File: config.mk
export PLATFORM = sky130hd
export DESIGN_NAME = conv_layer_seq
export DESIGN_NICKNAME = d
export VERILOG_FILES = /design/src/rtl/conv_layer_seq.sv
export SDC_FILE = /design/constraint.sdc
export NUM_CORES = 1
export LEC_CHECK = 0
export CAP_MARGIN = 10
export CORE_AREA = 3 3 120 122
export DETAILED_ROUTE_END_ITERATION = 8
export DIE_AREA = 0 0 123 125
export PLACE_DENSITY = 0.51
export SLEW_MARGIN = 20
export SYNTH_ARGS = -nofsm -noshare
export SYNTH_HDL_FRONTEND = slang
export SYNTH_SLANG_ARGS = --single-unit
export TNS_END_PERCENT = 1
File: constraint.sdc
create_clock -name clk -period 6.05 [get_ports clk]
set_input_delay 1.21 -clock clk [delete_from_list [all_inputs] [get_ports clk]]
set_output_delay 1.21 -clock clk [all_outputs]
set_load 0.02 [all_outputs]
File: src/rtl/conv_layer_seq.sv
// conv_layer_seq: per-layer sequencer for the 3x3 conv engine.
// For each channel it loads weights, triggers the engine and commits output pixels. Rev 1.0
`default_nettype none
`timescale 1ns/1ps

module conv_layer_seq #(
  parameter int NUM_CH_MAX = 10,
  parameter int DATA_WIDTH = 8,
  parameter int OUT_AW     = 12
) (
  input  logic                  clk,
  input  logic                  rst_n,
  input  logic                  i_start,
  input  logic                  i_layer,
  input  logic [4:0]            i_in_w,
  input  logic [4:0]            i_in_h,
  input  logic [3:0]            i_num_ch,
  output logic                  o_wld_req,
  output logic [3:0]            o_wld_chan,
  input  logic                  i_wld_ack,
  output logic                  o_conv_trigger,
  output logic [3:0]            o_conv_chan,
  output logic                  o_conv_layer,
  input  logic                  i_conv_valid,
  input  logic                  i_conv_done,
  input  logic [DATA_WIDTH-1:0] i_conv_pixel,
  input  logic [7:0]            i_conv_addr,
  output logic                  o_save_done,
  output logic                  o_om_we,
  output logic [OUT_AW-1:0]     o_om_addr,
  output logic [DATA_WIDTH-1:0] o_om_wdata,
  output logic                  o_busy,
  output logic                  o_layer_done,
  output logic                  o_err
);

  typedef enum logic [2:0] {
    S_IDLE = 3'd0,
    S_LOAD = 3'd1,
    S_TRIG = 3'd2,
    S_RUN  = 3'd3,
    S_NEXT = 3'd4,
    S_DONE = 3'd5
  } state_t;

  state_t                r_state;
  logic [3:0]            r_chan;
  logic                  r_layer;
  logic [4:0]            r_in_w;
  logic [4:0]            r_in_h;
  logic [3:0]            r_num_ch;
  logic [7:0]            r_pix_cnt;
  logic                  r_wld_req;
  logic                  r_trig;
  logic                  r_save_done;
  logic                  r_om_we;
  logic [OUT_AW-1:0]     r_om_addr;
  logic [DATA_WIDTH-1:0] r_om_wdata;
  logic                  r_busy;
  logic                  r_layer_done;
  logic                  r_err;

  logic       w_cfg_bad;
  logic [4:0] w_w2;
  logic [4:0] w_h2;
  logic [7:0] w_exp_cnt;

  assign w_cfg_bad = (i_num_ch == 4'd0) || (i_num_ch > 4'(NUM_CH_MAX)) ||
                     (i_in_w < 5'd3) || (i_in_h < 5'd3);
  assign w_w2      = r_in_w - 5'd2;
  assign w_h2      = r_in_h - 5'd2;
  // Valid-pixel count per plane, deliberately kept to 8 bits like r_pix_cnt.
  assign w_exp_cnt = {3'd0, w_h2} * {3'd0, w_w2};

  always_ff @(posedge clk) begin
    if (!rst_n) begin
      r_state      <= S_IDLE;
      r_chan       <= 4'd0;
      r_layer      <= 1'b0;
      r_in_w       <= 5'd0;
      r_in_h       <= 5'd0;
      r_num_ch     <= 4'd0;
      r_pix_cnt    <= 8'd0;
      r_wld_req    <= 1'b0;
      r_trig       <= 1'b0;
      r_save_done  <= 1'b0;
      r_om_we      <= 1'b0;
      r_om_addr    <= '0;
      r_om_wdata   <= '0;
      r_busy       <= 1'b0;
      r_layer_done <= 1'b0;
      r_err        <= 1'b0;
    end else begin
      r_trig       <= 1'b0;
      r_save_done  <= 1'b0;
      r_om_we      <= 1'b0;
      r_layer_done <= 1'b0;
      if (i_conv_valid && (r_state != S_RUN)) r_err <= 1'b1;

      case (r_state)
        S_IDLE: begin
          if (i_start) begin
            r_layer  <= i_layer;
            r_in_w   <= i_in_w;
            r_in_h   <= i_in_h;
            r_num_ch <= i_num_ch;
            r_chan   <= 4'd0;
            r_busy   <= 1'b1;
            r_err    <= w_cfg_bad && (i_num_ch != 4'd0);
            if (w_cfg_bad) begin
              r_state <= S_DONE;
            end else begin
              r_wld_req <= 1'b1;
              r_state   <= S_LOAD;
            end
          end
        end
        S_LOAD: begin
          if (i_wld_ack) begin
            r_wld_req <= 1'b0;
            r_trig    <= 1'b1;
            r_state   <= S_TRIG;
          end
        end
        S_TRIG: begin
          r_pix_cnt <= 8'd0;
          r_state   <= S_RUN;
        end
        S_RUN: begin
          if (i_conv_valid) begin
            r_om_we     <= 1'b1;
            r_om_addr   <= OUT_AW'({r_chan, i_conv_addr});
            r_om_wdata  <= i_conv_pixel;
            r_pix_cnt   <= r_pix_cnt + 8'd1;
            r_save_done <= !i_conv_done;
            if (i_conv_done) r_state <= S_NEXT;
          end else if (i_conv_done) begin
            r_err   <= 1'b1;
            r_state <= S_NEXT;
          end
        end
        S_NEXT: begin
          if (r_pix_cnt != w_exp_cnt) r_err <= 1'b1;
          if (r_chan == r_num_ch - 4'd1) begin
            r_layer_done <= 1'b1;
            r_state      <= S_DONE;
          end else begin
            r_chan    <= r_chan + 4'd1;
            r_wld_req <= 1'b1;
            r_state   <= S_LOAD;
          end
        end
        S_DONE: begin
          // Entered with the pulse already up from NEXT; the config-error path raises it here.
          if (r_layer_done) begin
            r_busy  <= 1'b0;
            r_state <= S_IDLE;
          end else begin
            r_layer_done <= 1'b1;
          end
        end
        default: r_state <= S_IDLE;
      endcase
    end
  end

  assign o_wld_req      = r_wld_req;
  assign o_wld_chan     = r_chan;
  assign o_conv_trigger = r_trig;
  assign o_conv_chan    = r_chan;
  assign o_conv_layer   = r_layer;
  assign o_save_done    = r_save_done;
  assign o_om_we        = r_om_we;
  assign o_om_addr      = r_om_addr;
  assign o_om_wdata     = r_om_wdata;
  assign o_busy         = r_busy;
  assign o_layer_done   = r_layer_done;
  assign o_err          = r_err;

endmodule

`default_nettype wire

==> metrics, run 1 <==
status=complete, no violations; fmax=222 MHz; Pre-Repair DR Iteration Count=4; asr flop ratio synth=0%; CP required=6.25 ns; max_cap viols=0; worst r2r dst=o_err; routed len/inst=13.0 µm; CP peak stage delay=0.51 ns; clock power share=25.2%; Starting Density=25.0%; TritonCTS clock tree=yes; total internal power=1220 µW; Worst Path Class, Setup=reg2reg; Via-to-Cell Ratio=about 4.4; Final Critical Period=4.51 ns; area taken by multi-input logic gates=2020 µm²; Reg-to-Reg Start=r_in_w[1]; Seq/Total Area, Yosys=34.3%; layout cells sized above 1=5.19%; # DRC=0; total power=1910 µW; number of diodes=0; cell depth of the worst hold path=2; critical path arrival=4.71 ns; Slew Limit Fails=0; pwr/cell area=429 nW/µm²; Yosys reg bits=57; first-pass GRT wire length=about 14 mm; CP dominant cell by count=fa_1; # IOs=73; Gate power share=~51%; Synth Flop Type=dfxtp_1; CTS H-tree depth=3; Worst Path Max Fanout=8; CP endpoint kind=flip-flop; std cell rows=42; antenna-violating nets left=0; clock skew=0.00550 ns; Mapped Area=3330 µm²; grt total ovfl=0; pin count of the biggest net entering global routing=50; I/O Buffers=72; Core ar.=13,300 µm²; Static Leak=0.00164 µW; filler instances=1,409; sw frac=35.9%; Num CTS Buffers=9; DRT iter0 DRCs=98; crit path to=o_err; worst vdd ir=0.000224 V; Slowest-stage cell, CP=fa_1; Mapped Cells=around 400; GPL Wtd Cong=a little under 0.9; crit start category=flip-flop; maximum buffer depth of the clock tree=2; syn_area_per_cell=8.38 µm²; max_slew headroom=a little under two fifths; routed wire length=8.29 mm; number of synthesized flops with an enable pin=0; Die Wd=123 µm; initial antenna violation count=0; Fin. Hold Viols=0; Unique masters post-synth=between 40 and 50; Clock Sinks=57; cts hold-fix bufs=0; post-CTS sizing=0; Die ar.=~15,000 µm²; Detail Placement HPWL=6.13 mm; overall routing resource usage=11.3%; Storage cell area=1140 µm²; Area Overhead vs Synth=33.6%; Synth warnings=0; Seq pwr share=23.4%; CTS clk-pin slew, worst paths=0.05 ns; vias in the first global route=2,830; CP cell instances=inv_1 -> ha_1 -> xnor2_1 -> or2_2 -> fa_1 -> inv_1 -> fa_1 -> fa_1 -> ha_1 -> nor2b_1 -> o21a_1 -> or3_1 -> a2111oi_0 -> a31oi_1; routed vias=2,811; switching power=approximately 690 µW; Root Buffer Master=clkbuf_16; NumNets Final=521; Slew @ Worst Pin=0.934 ns; hold crit path type=reg2reg; Syn Nets=460; Post-CTS Setup Inserts=0; Setup-failing EPs final=0; Die Ht=125 µm; unrepaired setup endpoints after global routing=false; R2R Setup Slk=about 1.5 ns; setup TNS=0 ns; crit path from=r_in_w[1]; Reg2Reg Depth=14; clk_lat worst skew=0.32 ns; fin crit share=roughly three quarters
logic make-up after synthesis:
| family | Yosys count | share of synthesized area [%] |
|---|---|---|
| xor+xnor | 27 | 7.97 |
| flops | 57 | 34.3 |
| mux | 2 | 0.602 |
| simple gates | 165 | 22.7 |
| fa+ha+maj | 26 | 11.6 |
| buf+inv | 38 | 5.04 |
| compound gates | 82 | 17.9 |
cell usage after synthesis, types with 2 or more instances:
cell / instances / area, µm²
or4_1: 2 / 15.0
a2111oi_0: 2 / 17.5
clkbuf_1: 11 / 41.3
o22a_1: 3 / 26.3
mux2i_1: 2 / 20.0
nor2b_1: 13 / 81.3
nor3_1: 3 / 15.0
inv_1: 15 / 56.3
o211a_1: 2 / 20.0
and2_1: 3 / 18.8
nand4_1: 3 / 18.8
and3_2: 2 / 15.0
fa_1: 8 / 160
o21ai_0: 10 / 50.1
a21boi_0: 38 / 285
a21o_1: 3 / 22.5
buf_4: 4 / 30.0
nand2_1: 83 / 312
xnor2_1: 14 / 123
or2_2: 5 / 31.3
xor2_1: 11 / 96.3
and3_1: 2 / 12.5
a31oi_1: 2 / 12.5
a21oi_1: 10 / 50.1
buf_2: 7 / 35.0
o21a_1: 5 / 37.5
nor4_1: 2 / 12.5
ha_1: 18 / 225
or3_1: 5 / 31.3
nand3_1: 6 / 30.0
nor2_1: 29 / 109
nand2b_1: 4 / 25.0
dfxtp_1: 57 / 1140
how the worst min path moves through the flow:
| stage | start | endpoint | slack [ns] |
|---|---|---|---|
| after CTS | o_om_wdata[7] | o_om_wdata[7] | 0.47 |
| final | o_om_addr[0] | o_om_addr[0] | 0.46 |
| after global routing | o_om_wdata[1] | o_om_wdata[1] | 0.48 |
| after floorplan | r_in_h[4] | r_in_h[4] | 0.45 |
| after global placement | o_om_addr[7] | o_om_addr[7] | 0.45 |
| after detailed placement | o_om_wdata[7] | o_om_wdata[7] | 0.46 |
sequential cells by signal (all words and copies together), names as in the netlist:
register / count
r_in_w: 5
r_num_ch: 4
r_pix_cnt: 8
o_layer_done: 1
o_om_addr: 12
o_conv_layer: 1
o_om_wdata: 8
r_state: 3
o_conv_chan: 4
o_wld_req: 1
o_om_we: 1
r_in_h: 5
o_conv_trigger: 1
o_busy: 1
o_err: 1
o_save_done: 1
cells in the final DEF (no fill, tap or decap), types with 3 or more instances in the layout:
master / Yosys / routed
a21boi_0: 38 / 38
a21o_1: 3 / 3
a21oi_1: 10 / 10
and2_1: 3 / 3
clkbuf_1: 11 / 3
clkbuf_16: 0 / 9
clkdlybuf4s50_1: 0 / 72
dfxtp_1: 57 / 57
fa_1: 8 / 8
ha_1: 18 / 18
inv_1: 15 / 15
nand2_1: 83 / 83
nand2b_1: 4 / 4
nand3_1: 6 / 6
nand4_1: 3 / 3
nor2_1: 29 / 28
nor2b_1: 13 / 13
nor3_1: 3 / 3
o21a_1: 5 / 5
o21ai_0: 10 / 10
o22a_1: 3 / 3
or2_2: 5 / 5
or3_1: 5 / 5
xnor2_1: 14 / 14
xor2_1: 11 / 11
power groups by stage:
stage,combinational [µW],sequential [µW],clock [µW]
floorplan,797,446,0
global placement,977,453,0
detailed placement,992,455,0
CTS,1000,447,500
global route,1110,454,516
finish,980,447,482
stage by stage:
step / instance area (µm²) / worst slack (ns) / std cells / hold slack, ns / util (%)
after global routing: 4450 / 1.33 / 638 / 0.480 / 33.4
final: 4450 / 1.54 / 638 / 0.463 / 33.4
after CTS: 4440 / 1.50 / 638 / 0.466 / 33.4
after floorplan: 3330 / 1.79 / 397 / 0.452 / -
after detailed placement: 4170 / 1.53 / 623 / 0.459 / 31.3
after global placement: 4170 / 1.62 / 623 / 0.450 / 31.3
final cells by class:
type	instances	area share, %
Sequential cell	57	25.7
Clock buffer	12	5.32
Inverter	15	1.27
Timing Repair Buffer	73	16.4
Tap cell	176	4.95
Multi-Input combinational cell	302	45.5
Clock inverter	3	0.957
worst max-delay path, delay by kind of cell (launching register included):
family	cells	cell delay, ns
AO/OA/AOI/OAI	3	0.75
adder cells (fa/ha/maj)	5	2.06
buffers and inverters	2	0.12
AND/OR/NAND/NOR	3	0.79
XOR/XNOR	1	0.20
flip-flops	1	0.46
metal layers:
metal	vias to the layer above	track usage (%)	wire length (µm)
met5	-	0	0
met4	0	3.32	116
met3	12	4.61	495
met2	58	17.5	3790
met1	1284	14.5	3890
li1	1457	-	-
(Power assumes the default switching activity.)
==> inputs of run 2 (changes only) <==
Settings changed: PLACE_DENSITY 0.51 to 0.52.
Clock period 6.05 ns to 3.75 ns, I/O delays scaled along.
==> metrics, run 2 (synthesis results as in run 1) <==
status=finished with violations; violated checks=negative setup slack; max reg flops=12; fin cells=656; antenna-violating nets left=0; fin crit share=104%; post-layout util=35.3%; most frequent cells in the layout=nand2_1 (83), clkdlybuf4s50_1 (72), dfxtp_1 (55), a21boi_0 (38), nor2_1 (29); Worst Path Class, Setup=reg2reg; fmax=between 200 and 300 MHz; pin count of the biggest net entering global routing=28; placed cell count=640; cts hold-fix bufs=0; Detail Placement HPWL=6.35 mm; CP cell instances=inv_2 -> ha_4 -> xnor2_4 -> or2_4 -> fa_1 -> inv_1 -> fa_1 -> fa_1 -> ha_4 -> nor2b_1 -> o21a_1 -> or3_4 -> a2111oi_4 -> a31oi_1; GPL Wtd Cong=between 0.8 and 0.9; CP peak stage delay=0.58 ns; fin worst setup slack=-0.167 ns; routed wire length=~9 mm; Slew @ Worst Pin=0.836 ns; Static Leak=0.00176 µW; Die Ht=125 µm; WP buf/inv=2; first-pass GRT wire length=14.2 mm; cell depth of the worst hold path=2; Die ar.=15,400 µm²; Starting Density=25.0%; commonest non-fill, non-tap cell in the layout=nand2_1; overall routing resource usage=a little under an eighth; Post-CTS Setup Inserts=0; grt total ovfl=0; Critical Path Stages=14; Reg2Reg Depth=14; clk_lat worst skew=between 0.3 and 0.4 ns; CP required=3.96 ns; pwr/cell area=756 nW/µm²; Area Overhead vs Synth=41.1%; clock skew=0.00491 ns; Setup-failing EPs final=1; # DRC=0; Reg-to-Reg Start=r_in_w[1]; R2R Setup Slk=-0.17 ns; Worst Path Max Fanout=4; crit start category=flip-flop; initial antenna violation count=0; crit path to=o_err; number of diodes=0; Die Wd=123 µm; Slew Limit Fails=0; worst r2r dst=o_err; Root Buffer Master=clkbuf_16; hold crit path type=reg2reg; worst vdd ir=0.000579 V; Slowest-stage cell, CP=fa_1; Final Critical Period=3.92 ns; CP endpoint kind=flip-flop; Fin. Hold Viols=0; Pre-Repair DR Iteration Count=4; Core ar.=13,300 µm²; critical path arrival=4.13 ns; routed len/inst=13.3 µm; maximum buffer depth of the clock tree=2; Num CTS Buffers=9; routed vias=2,918; Clock Sinks=57; layout cells sized above 1=11.0%; unrepaired setup endpoints after global routing=true; NumNets Final=approximately 540; std cell rows=42; CTS clk-pin slew, worst paths=around 0.05 ns; crit path from=r_in_w[1]; I/O Buffers=72; max_cap viols=0; CTS H-tree depth=3; max_slew headroom=44.1%; TritonCTS clock tree=yes; # IOs=73; DRT iter0 DRCs=117; vias in the first global route=2,874; CP delay by family, top=adder cells; total power=3550 µW; CP dominant cell by count=fa_1; Via-to-Cell Ratio=4.45
## run 2: cell types whose count changed in the layout (fill, tap and decap cells not counted), moves of 3 or more
cell / before / now
buf_4: 1 / 18
clkbuf_8: 0 / 3
ha_1: 18 / 15
ha_4: 0 / 3
## run 2: per-layer routing
metal | global-route usage [%] | part of all wire (%) | up-vias
met1 | 14.5 | 46 | 1343
li1 | - | - | 1490
met5 | 0 | 0 | -
met2 | 18.7 | 46 | 70
met3 | 4.61 | 6.9 | 15
met4 | 4.04 | 1.3 | 0
## run 2: cell type report
| class | count | area (µm²) |
|---|---|---|
| tap | 176 | 220 |
| clock buffer | 14 | 274 |
| sequential | 57 | 1140 |
| timing repair buffer | 90 | 856 |
| fill | 1328 | 8600 |
| inverter | 15 | 56.3 |
| clock inverter | 2 | 35.0 |
| multi-input combinational | 302 | 2110 |
## run 2: where the power goes
| part | switching [µW] | internal [µW] | total, µW | leakage, µW |
|---|---|---|---|---|
| logic | 956 | 1030 | 1980 | 0.00114 |
| clock network | 284 | 567 | 851 | 0.000153 |
| registers | 63.5 | 654 | 718 | 0.000463 |
## run 2: worst register-to-register path: cells and delay by family (launching register included)
family	cells	cell delay (ns)
flops	1	0.36
xor+xnor	1	0.12
fa+ha+maj	5	1.91
compound gates	3	0.59
buf+inv	2	0.10
simple gates	3	0.72
## run 2: worst min path at each step
stage / startpoint / to / slack [ns]
after floorplan: r_in_h[4] / r_in_h[4] / 0.45
after global placement: o_om_wdata[5] / o_om_wdata[5] / 0.45
after detailed placement: o_om_wdata[7] / o_om_wdata[7] / 0.46
after CTS: o_om_addr[7] / o_om_addr[7] / 0.46
after global routing: o_om_wdata[0] / o_om_wdata[0] / 0.48
final: o_om_addr[7] / o_om_addr[7] / 0.46
## run 2: timing repair
action	4_1_cts	5_1_grt
cloned	0	0
gates resized for setup	4	3
setup endpoints to repair	1	1
pin swaps	8	3
## run 2: metrics by stage
step	hold WS [ns]	setup TNS, ns	cell area, µm²	setup slack [ns]
finish	0.461	-0.167	4690	-0.167
global route	0.475	-0.274	4690	-0.274
CTS	0.464	-0.283	4670	-0.283
detailed placement	0.459	-0.245	4360	-0.245
global placement	0.450	-0.194	4360	-0.194
floorplan	0.452	-0.194	3410	-0.194
